### config.mk
export PLATFORM = sky130hd
export DESIGN_NAME = tile_palette_arbiter
export DESIGN_NICKNAME = d
export VERILOG_FILES = /design/src/rtl/tile_palette_pkg.sv /design/src/rtl/palette_channel_scale.sv /design/src/rtl/tile_palette_arbiter.sv
export SDC_FILE = /design/constraint.sdc
export NUM_CORES = 1
export LEC_CHECK = 0
export CAP_MARGIN = 30
export CORE_MARGIN = 2
export CORE_UTILIZATION = 45
export CTS_BUF_LIST = sky130_fd_sc_hd__clkbuf_2
export DETAILED_ROUTE_END_ITERATION = 10
export GPL_TIMING_DRIVEN = 0
export PLACE_DENSITY = 0.68
export REMOVE_ABC_BUFFERS = 1
export SETUP_SLACK_MARGIN = 0.5
export SLEW_MARGIN = 20
export SYNTH_ARGS = -nofsm -noshare
export SYNTH_HDL_FRONTEND = slang
export SYNTH_HIERARCHICAL = 1
export SYNTH_SLANG_ARGS = --single-unit
export TNS_END_PERCENT = 30
### constraint.sdc
create_clock -name Clk -period 6.1 [get_ports Clk]
set_input_delay 1.22 -clock Clk [delete_from_list [all_inputs] [get_ports Clk]]
set_output_delay 1.22 -clock Clk [all_outputs]
set_load 0.01 [all_outputs]
### src/rtl/tile_palette_pkg.sv
// Shared types and constants for the tile palette arbiter and its fade scaler.
package tile_palette_pkg;

   localparam int LEVEL_MAX = 16;
   localparam int LEVEL_W   = 5;

   // fade_cmd encodings; 2'b11 behaves exactly like 2'b00
   localparam logic [1:0] CMD_NONE     = 2'b00;
   localparam logic [1:0] CMD_FADE_IN  = 2'b01;
   localparam logic [1:0] CMD_FADE_OUT = 2'b10;
   localparam logic [1:0] CMD_NONE_ALT = 2'b11;

   // requester identity as carried through the pipeline and in last_grant
   localparam logic SRC_A = 1'b0;
   localparam logic SRC_B = 1'b1;

   typedef enum logic [1:0] {
      IDLE     = 2'd0,
      FADE_IN  = 2'd1,
      FADE_OUT = 2'd2
   } fade_state_t;

endpackage

### src/rtl/palette_channel_scale.sv
// Scales one 4-bit colour channel by a 0..16 fade level: (c * level) >> 4.
module palette_channel_scale
   import tile_palette_pkg::*;
(
   input  logic [3:0]         color,
   input  logic [LEVEL_W-1:0] level,
   output logic [3:0]         scaled
);

   // 15 * 16 = 240 is the largest product, so bits [7:4] hold the result
   logic [8:0] product;

   assign product = 9'(color) * 9'(level);
   assign scaled  = 4'(product >> 4);

endmodule

### src/rtl/tile_palette_arbiter.sv
// Round-robin arbiter for two palette requesters sharing one external palette,
// followed by a two-stage pipeline that applies a frame-timed brightness fade.
module tile_palette_arbiter
   import tile_palette_pkg::*;
#(
   parameter int FADE_FRAMES = 4
)(
   input  logic               Clk,
   input  logic               Reset_n,
   input  logic               req_a_valid,
   input  logic [3:0]         req_a_index,
   output logic               req_a_ready,
   input  logic               req_b_valid,
   input  logic [3:0]         req_b_index,
   output logic               req_b_ready,
   output logic [3:0]         pal_index,
   input  logic [3:0]         pal_red,
   input  logic [3:0]         pal_green,
   input  logic [3:0]         pal_blue,
   input  logic               frame_start,
   input  logic [1:0]         fade_cmd,
   output logic               out_valid,
   output logic               out_src,
   output logic [3:0]         out_red,
   output logic [3:0]         out_green,
   output logic [3:0]         out_blue,
   output logic               fade_busy,
   output logic [LEVEL_W-1:0] fade_level
);

   localparam logic [7:0]         FRAMES_LAST = 8'(FADE_FRAMES - 1);
   localparam logic [LEVEL_W-1:0] LEVEL_TOP   = LEVEL_W'(LEVEL_MAX);

   logic        grant_a;
   logic        grant_b;
   logic        last_grant;
   logic        s1_valid;
   logic        s1_src;
   logic [3:0]  s1_red;
   logic [3:0]  s1_green;
   logic [3:0]  s1_blue;
   logic [3:0]  scaled_red;
   logic [3:0]  scaled_green;
   logic [3:0]  scaled_blue;
   logic [7:0]  frame_cnt;
   logic        frame_hit;
   fade_state_t state;
   fade_state_t state_next;

   // Grant decision: lone requester wins, a tie goes to whoever did not win last
   always_comb begin
      grant_a = 1'b0;
      grant_b = 1'b0;
      if (req_a_valid && req_b_valid) begin
         if (last_grant == SRC_B) grant_a = 1'b1;
         else                     grant_b = 1'b1;
      end else begin
         grant_a = req_a_valid;
         grant_b = req_b_valid;
      end
   end

   assign req_a_ready = grant_a;
   assign req_b_ready = grant_b;
   assign pal_index   = grant_a ? req_a_index : (grant_b ? req_b_index : 4'd0);

   // Stage 1: capture the palette response and its source at the grant edge
   always_ff @(posedge Clk or negedge Reset_n) begin
      if (!Reset_n) begin
         last_grant <= SRC_B;
         s1_valid   <= 1'b0;
         s1_src     <= SRC_A;
         s1_red     <= 4'd0;
         s1_green   <= 4'd0;
         s1_blue    <= 4'd0;
      end else begin
         s1_valid <= grant_a | grant_b;
         if (grant_a | grant_b) begin
            last_grant <= grant_b;
            s1_src     <= grant_b;
            s1_red     <= pal_red;
            s1_green   <= pal_green;
            s1_blue    <= pal_blue;
         end
      end
   end

   palette_channel_scale u_scale_red   (.color(s1_red),   .level(fade_level), .scaled(scaled_red));
   palette_channel_scale u_scale_green (.color(s1_green), .level(fade_level), .scaled(scaled_green));
   palette_channel_scale u_scale_blue  (.color(s1_blue),  .level(fade_level), .scaled(scaled_blue));

   // Stage 2: register the faded colour; data holds between valid outputs
   always_ff @(posedge Clk or negedge Reset_n) begin
      if (!Reset_n) begin
         out_valid <= 1'b0;
         out_src   <= SRC_A;
         out_red   <= 4'd0;
         out_green <= 4'd0;
         out_blue  <= 4'd0;
      end else begin
         out_valid <= s1_valid;
         if (s1_valid) begin
            out_src   <= s1_src;
            out_red   <= scaled_red;
            out_green <= scaled_green;
            out_blue  <= scaled_blue;
         end
      end
   end

   // A fade step happens on the frame_start that completes FADE_FRAMES frames
   assign frame_hit = frame_start && (frame_cnt == FRAMES_LAST);

   // Fade FSM state register
   always_ff @(posedge Clk or negedge Reset_n) begin
      if (!Reset_n) state <= IDLE;
      else          state <= state_next;
   end

   // Fade FSM next state: commands only heard in IDLE; leave a fade on its end step
   always_comb begin
      state_next = state;
      case (state)
         IDLE: begin
            if (fade_cmd == CMD_FADE_IN)       state_next = FADE_IN;
            else if (fade_cmd == CMD_FADE_OUT) state_next = FADE_OUT;
         end
         FADE_IN: begin
            if (frame_hit && (fade_level >= LEVEL_TOP - 1'b1)) state_next = IDLE;
         end
         FADE_OUT: begin
            if (frame_hit && (fade_level <= LEVEL_W'(1))) state_next = IDLE;
         end
         default: state_next = IDLE;
      endcase
   end

   // Fade FSM outputs
   always_comb begin
      fade_busy = (state != IDLE);
   end

   // Frame counter and saturating fade level; the counter idles at zero so a
   // new fade always starts counting from the first frame after entry
   always_ff @(posedge Clk or negedge Reset_n) begin
      if (!Reset_n) begin
         frame_cnt  <= 8'd0;
         fade_level <= LEVEL_TOP;
      end else if (state == IDLE) begin
         frame_cnt <= 8'd0;
      end else if (frame_start) begin
         frame_cnt <= frame_hit ? 8'd0 : frame_cnt + 8'd1;
         if (frame_hit) begin
            if (state == FADE_IN && fade_level != LEVEL_TOP)
               fade_level <= fade_level + 1'b1;
            else if (state == FADE_OUT && fade_level != '0)
               fade_level <= fade_level - 1'b1;
         end
      end
   end

endmodule

* Word-level counts from Yosys, hierarchy flattened *
Cells that the tools add are included.

storage, ports and cells
  register bits = 44
  output and inout port bits = 26
  logic and storage cells = 62

operators by class
  add/subtract/negate cells = 3
  multiply operators = 3
  order comparisons = 2
  eq/ne operators = 9
  multiplexer cells = 16
  bitwise logic cells = 2
  reduce and logical (&&, ||, !) cells = 13

operator list
  cell                                                                               count
  4-bit by 5-bit multiplier with 8-bit output                                        3
  8-bit 2-to-1 mux                                                                   3
  5-bit 2-to-1 mux                                                                   2
  8-bit by 1-bit adder with 8-bit output (second input constant)                     1
  8-bit by 2-bit == test with 1-bit output (second input constant)                   1
  2-bit 2-to-1 mux                                                                   4
  4-bit 2-to-1 mux                                                                   2
  1-bit logical AND                                                                  6
  2-bit one-hot mux with 3 select lines                                              1
  2-bit nonzero test                                                                 3
  5-bit by 1-bit adder with 5-bit output (second input constant)                     1
  5-bit by 4-bit >= comparator with 1-bit output (second input constant)             1
  5-bit by 1-bit less-or-equal comparator with 1-bit output (second input constant)  1
  5-bit != test (second input constant)                                              1
  5-bit nonzero test                                                                 1
  5-bit by 1-bit subtractor with 5-bit output (second input constant)                1
  2-bit by 1-bit == test with 1-bit output (second input constant)                   2
  2-bit == test (second input constant)                                              2
  1-bit 2-to-1 mux                                                                   4
  2-bit != test (second input constant)                                              2
  4-bit AND reduction                                                                1
  3-bit != test (second input constant)                                              1
  3-bit AND reduction                                                                1
  2-bit logical NOT                                                                  1
  other kinds (2)                                                                    2

* Logic depth before layout (Yosys ltp) *
  depth in word-level cells = 5
  gate-level depth with buffers = 11

* Cells and area by module *
The synthesis kept the hierarchy.

modules (own cells, without submodules)
  module                 instances  cells an instance  area an instance (um^2)  sequential area each (um^2)
  tile_palette_arbiter   1          179                2125.8                   1103.6
  palette_channel_scale  3          55                 470.5                    0.0

* Worst setup path before layout *
OpenSTA, ideal clock, no wires.

  kind = reg2reg
  start = register fade_level[1]
  end = register out_red[3]
  library setup time = 0.125 ns
  arrival = 2.960 ns
  required time = 5.975 ns
  path slack = 3.016 ns
  cell stages (with the launch flop) = 12
  buffers on the path = 0
  cell sequence = dfrtp_1 > and2_1 > fa_1 > inv_1 > fa_1 > inv_1 > ha_1 > a21oi_1 > o21ai_0 > a41oi_1 > xnor2_1 > mux2_2

on the way
  cells in the longest elaborated chain, start to end = 1

ends and longest elaborated chain
  item                                         RTL line                     source
  from (decl)                                  tile_palette_arbiter.sv:28   output logic [LEVEL_W-1:0] fade_level
  from (signal assigned)                       tile_palette_arbiter.sv:155  fade_level <= fade_level + 1'b1;
  from (signal assigned)                       tile_palette_arbiter.sv:157  fade_level <= fade_level - 1'b1;
  4-bit by 5-bit multiplier with 8-bit output  palette_channel_scale.sv:13  assign product = 9'(color) * 9'(level);
  net scaled_red[3]                            tile_palette_arbiter.sv:42   logic [3:0] scaled_red;
  to (signal assigned)                         tile_palette_arbiter.sv:104  out_red <= scaled_red;
  to (decl)                                    tile_palette_arbiter.sv:24   output logic [3:0] out_red,

The timed path passes the listed nets, and every way through them passes these cells.
A chain may end at the register's enable or synchronous reset.

* Final worst setup path *
  start = input port req_b_valid
  end = output port pal_index[2]

on the way
  cells in the longest elaborated chain, start to end = 4

ends and longest elaborated chain
  item                  RTL line                    source
  from (decl)           tile_palette_arbiter.sv:13  input logic req_b_valid,
  1-bit logical AND     tile_palette_arbiter.sv:54  if (req_a_valid && req_b_valid) begin
  1-bit 2-to-1 mux      tile_palette_arbiter.sv:54
  4-bit 2-to-1 mux      tile_palette_arbiter.sv:65  assign pal_index = grant_a ? req_a_index : (grant_b ? req_b_index : 4'd0);
  4-bit 2-to-1 mux (*)  tile_palette_arbiter.sv:65
  to (decl)             tile_palette_arbiter.sv:16  output logic [3:0] pal_index,

Mark *: on every way between the ends. The rest lies on a longest branch, timed or not.

==> metrics.txt <==
# TYPE chip_impl_metric gauge
chip_impl_metric{name="cts_htree_levels",unit=""} 2
chip_impl_metric{name="final_core_utilization",unit="%"} 54.8
chip_impl_metric{name="start_util",unit="%"} 46.0
chip_impl_info{name="synth_top_family_by_area",value="adder cells"} 1
chip_impl_info{name="critical_path.reg2reg.endpoint",value="out_red[3]$_DFFE_PN0P_"} 1
chip_impl_metric{name="synth_cell_types",unit=""} 49
chip_impl_metric{name="synth-warning-count",unit=""} 6
chip_impl_metric{name="areaGrowthSynthToFinish",unit="%"} 19.0
chip_impl_metric{name="tightest_slew",unit="ns"} 0.800
chip_impl_metric{name="place_congestion",unit=""} 0.820
chip_impl_metric{name="drt_initial_violations",unit=""} 70
chip_impl_metric{name="post_synth_instance_area",unit="sq um"} 3540
chip_impl_metric{name="worstPathRequired",unit="ns"} 4.88
chip_impl_metric{name="slew_headroom",unit="%"} 46.6
chip_impl_metric{name="overflow",unit=""} 0
chip_impl_metric{name="synth_fa_ha_area_share",unit="%"} 20.5
chip_impl_metric{name="final_min_period_over_clock_period",unit="%"} 66.9
chip_impl_metric{name="setup_viol",unit=""} 0
chip_impl_metric{name="hpwlAfterDp",unit="um"} 5050
chip_impl_info{name="yosys-top-cells-area",value="dfrtp_1 (30%), ha_1 (12%), fa_1 (8.5%)"} 1
chip_impl_metric{name="final.fill_count",unit=""} 746
chip_impl_metric{name="fmax",unit="MHz"} 245
chip_impl_metric{name="ir_worst_vdd",unit="uV"} 236
chip_impl_metric{name="clk_slew_on_worst_s_h_paths",unit="ns"} 0.23
chip_impl_metric{name="postcts_resize_cnt",unit=""} 0
chip_impl_metric{name="skew",unit="ns"} 0.0158
chip_impl_metric{name="clk_latency",unit="ns"} 0.41
chip_impl_metric{name="die_area",unit="sq um"} 8590
chip_impl_metric{name="synth.mux.area_fraction",unit="%"} 8.24
chip_impl_metric{name="pin_count",unit=""} 53
chip_impl_metric{name="fin_worst_hold_slack",unit="ns"} 0.521
chip_impl_info{name="timing.critical_path.slowest_stage_cell",value="clkdlybuf4s50_1"} 1
chip_impl_info{name="synth_ff_type",value="dfrtp_1"} 1
chip_impl_metric{name="rows",unit=""} 32
chip_impl_metric{name="netlist.area_leader.share",unit="%"} 29.7
chip_impl_metric{name="simple_logic_cell_fraction_of_the_synthesized_area",unit="%"} 18.3
chip_impl_metric{name="depth_of_the_worst_register_to_register_path",unit=""} 11
chip_impl_metric{name="die_height",unit="um"} 92.7
chip_impl_metric{name="die_width",unit="um"} 92.7
chip_impl_metric{name="numPortBuffers",unit=""} 52
chip_impl_metric{name="power.density_cell_area",unit="nW/um^2"} 397
chip_impl_info{name="rsz0062_at_grt",value="false"} 1
chip_impl_info{name="hold_start",value="last_grant$_DFFE_PN1P_"} 1
chip_impl_metric{name="critical_path_maximum_fanout",unit=""} 5
chip_impl_metric{name="cp_data_arrival_time",unit="ns"} 2.86
chip_impl_metric{name="crit_path_max_incr_delay",unit="ns"} 0.54
chip_impl_metric{name="grt_first_pass_wirelength",unit="um"} 12300
chip_impl_info{name="worstSetupStartpointType",value="input pin"} 1
chip_impl_metric{name="synth.ff_latch_count",unit=""} 44
chip_impl_metric{name="p_leak",unit="nW"} 1.96
chip_impl_metric{name="multi_input_logic_area",unit="sq um"} 2310
chip_impl_metric{name="final-instance-count-excl-fill",unit=""} 501
chip_impl_metric{name="dr_total_vias",unit=""} 2583
chip_impl_info{name="worstReg2RegStart",value="fade_level[2]$_DFFE_PN0P_"} 1
chip_impl_metric{name="maxSlewViolCount",unit=""} 0
chip_impl_metric{name="fin_nets",unit=""} 474
chip_impl_info{name="timing.critical_path.cells",value="clkdlybuf4s50_1, a21boi_1, a22o_1, clkdlybuf4s50_1"} 1
chip_impl_metric{name="antenna_cells",unit=""} 0
chip_impl_info{name="yosysMostFrequentCell",value="dfrtp_1"} 1
chip_impl_metric{name="grt_start_max_net_pins",unit=""} 27
chip_impl_metric{name="post_route_cells_drive_above_1_share",unit="%"} 16.3
chip_impl_metric{name="grt_pass1_vias",unit=""} 2752
chip_impl_info{name="cts_tree",value="built"} 1
chip_impl_metric{name="routed_wl",unit="um"} 6670
chip_impl_metric{name="cts.hold.buffers_added",unit=""} 0
chip_impl_metric{name="setup-tns-final",unit="ns"} 0
chip_impl_info{name="critical_path.endpoint_type",value="primary output"} 1
chip_impl_info{name="run_status",value="completed"} 1
chip_impl_metric{name="area_of_the_core",unit="sq um"} 7690
chip_impl_metric{name="drt-pass1-iter-count",unit=""} 4
chip_impl_info{name="worstHoldEndpoint",value="last_grant$_DFFE_PN1P_"} 1
chip_impl_metric{name="cts_inserted_buffers",unit=""} 5
chip_impl_info{name="synthTopCellsByCount",value="dfrtp_1 (42), ha_1 (34), nand2_1 (33), and2_1 (28), inv_1 (26)"} 1
chip_impl_metric{name="wl_per_cell",unit="um"} 13.3
chip_impl_info{name="cts_root_buffer",value="clkbuf_2"} 1
chip_impl_metric{name="synth.avg_cell_area",unit="sq um"} 10.3
chip_impl_info{name="cp_common_cell",value="clkdlybuf4s50_1"} 1
chip_impl_metric{name="post_synth_inst_count",unit=""} 344
chip_impl_metric{name="area.sequential",unit="sq um"} 1100
chip_impl_metric{name="dp.cells",unit=""} 493
chip_impl_metric{name="synth_enable_flop_cells",unit=""} 0
chip_impl_metric{name="clock_tree.buffer_depth",unit=""} 2
chip_impl_metric{name="complex_gate_fraction_of_the_synthesized_area",unit="%"} 11.1
chip_impl_metric{name="post_synth_xor_area_fraction",unit="%"} 6.93
chip_impl_metric{name="ys_seq_area_share",unit="%"} 31.2
chip_impl_metric{name="postRouteAntennaNets",unit=""} 0
chip_impl_metric{name="vias_per_cell",unit=""} 5.16
chip_impl_metric{name="hold_depth",unit=""} 2
chip_impl_info{name="worst-setup-path-type",value="input pin to primary output"} 1
chip_impl_metric{name="finalHoldViolCount",unit=""} 0
chip_impl_metric{name="rrSetupSlack",unit="ns"} 2.75
chip_impl_metric{name="post_synthesis_async_set_or_reset_flop_share",unit="%"} 100
chip_impl_metric{name="finalWorstPathRequiredPeriod",unit="ns"} 4.08
chip_impl_metric{name="detail_route.drc_violations",unit=""} 0
chip_impl_info{name="synthDominantAreaCellType",value="dfrtp_1"} 1
chip_impl_metric{name="maxCapViolations",unit=""} 0
chip_impl_metric{name="antenna_violations_before_repair",unit=""} 0
chip_impl_metric{name="cts_post_setup_buffers_inserted",unit=""} 0
chip_impl_info{name="hold_path.class",value="flop to flop"} 1
chip_impl_metric{name="grtUsageTotal",unit="%"} 17.6
chip_impl_metric{name="number_of_sinks_handled_by_clock_tree_synthesis",unit=""} 44
==> cell type report <==
class,count,area share [%]
Sequential cell,44,26.2
Tap cell,102,3.03
Multi-Input combinational cell,268,54.8
Timing Repair Buffer,53,12.7
Inverter,26,2.32
Clock buffer,7,0.832
Clock inverter,1,0.0892
==> worst max-delay path by stage <==
stage	startpoint	end	cells past startpoint
after global routing	req_b_valid	pal_index[0]	4
after global placement	req_b_valid	pal_index[2]	4
final	req_b_valid	pal_index[2]	4
after CTS	req_b_valid	pal_index[2]	4
after detailed placement	req_b_valid	pal_index[2]	4
after floorplan	fade_level[2]$_DFFE_PN0P_	out_red[3]$_DFFE_PN0P_	11
==> cells by family (layout without fill, tap and decap cells) <==
group                    count (synthesis)  count (layout)
buffers and inverters                   32              87
adder cells (fa/ha/maj)                 49              49
AO/OA/AOI/OAI                           51              51
XOR/XNOR                                28              28
AND/OR/NAND/NOR                        114             114
multiplexers                            26              26
flip-flops                              44              44
==> cells in the final DEF, fill, tap and decap left out, types with 2 or more instances in the layout <==
cell type / netlist / final
nand4_2: 4 / 4
o21ai_2: 3 / 3
xnor2_1: 12 / 12
xor2_1: 16 / 16
and2_1: 28 / 28
o21bai_2: 3 / 3
a21oi_1: 13 / 13
and3_1: 2 / 2
dfrtp_1: 42 / 42
clkbuf_2: 0 / 7
nor3_1: 4 / 4
clkdlybuf4s50_1: 0 / 51
a21oi_2: 2 / 2
a22o_1: 4 / 4
mux2_2: 25 / 25
nand2_1: 33 / 33
ha_1: 34 / 34
fa_1: 15 / 15
dfstp_2: 2 / 2
and2_2: 6 / 6
nor2_1: 18 / 17
nand3_1: 5 / 5
inv_1: 26 / 26
o21ai_0: 12 / 12
o21ba_4: 3 / 3
nand4_1: 3 / 3
a41oi_1: 3 / 3
==> layer usage <==
| layer | wire [um] | global-route usage, % | vias to the layer above | share of wire (%) |
|---|---|---|---|---|
| li1 | - | - | 1288 | - |
| met1 | 3110 | 22.5 | 1261 | 47 |
| met2 | 3350 | 31.4 | 29 | 50 |
| met3 | 173 | 2.85 | 5 | 2.6 |
| met4 | 40 | 3.80 | 0 | 0.60 |
| met5 | 0 | 0 | - | 0 |
==> worst max-delay path: cells and delay by family <==
family | cells | cell delay (ns)
buf+inv | 2 | 1.08
compound gates | 2 | 0.57
==> power by group <==
part           total, W  leakage [nW]  switching [W]  internal [W]
clock network  0.000129        0.0306      0.0000983     0.0000307
logic           0.00104          1.40       0.000499      0.000539
registers      0.000503         0.535       0.000132      0.000371
==> registers in the layout, indices dropped and copies added, names as in the netlist, 2 cells and up <==
name and count:
fade_level 5, frame_cnt 8, out_blue 4, out_green 4, out_red 4, s1_blue 4
s1_green 4, s1_red 4, state 2
==> per-stage QoR <==
step | worst slack (ns) | total power (W) | area [sq um]
finish | 2.02 | 0.00167 | 4210
global route | 1.90 | 0.00186 | 4210
CTS | 2.01 | 0.00170 | 4210
detailed placement | 2.01 | 0.00156 | 4170
global placement | 2.05 | 0.00152 | 4150
floorplan | 3.01 | 0.00124 | 3500
(Power assumes the default switching activity.)
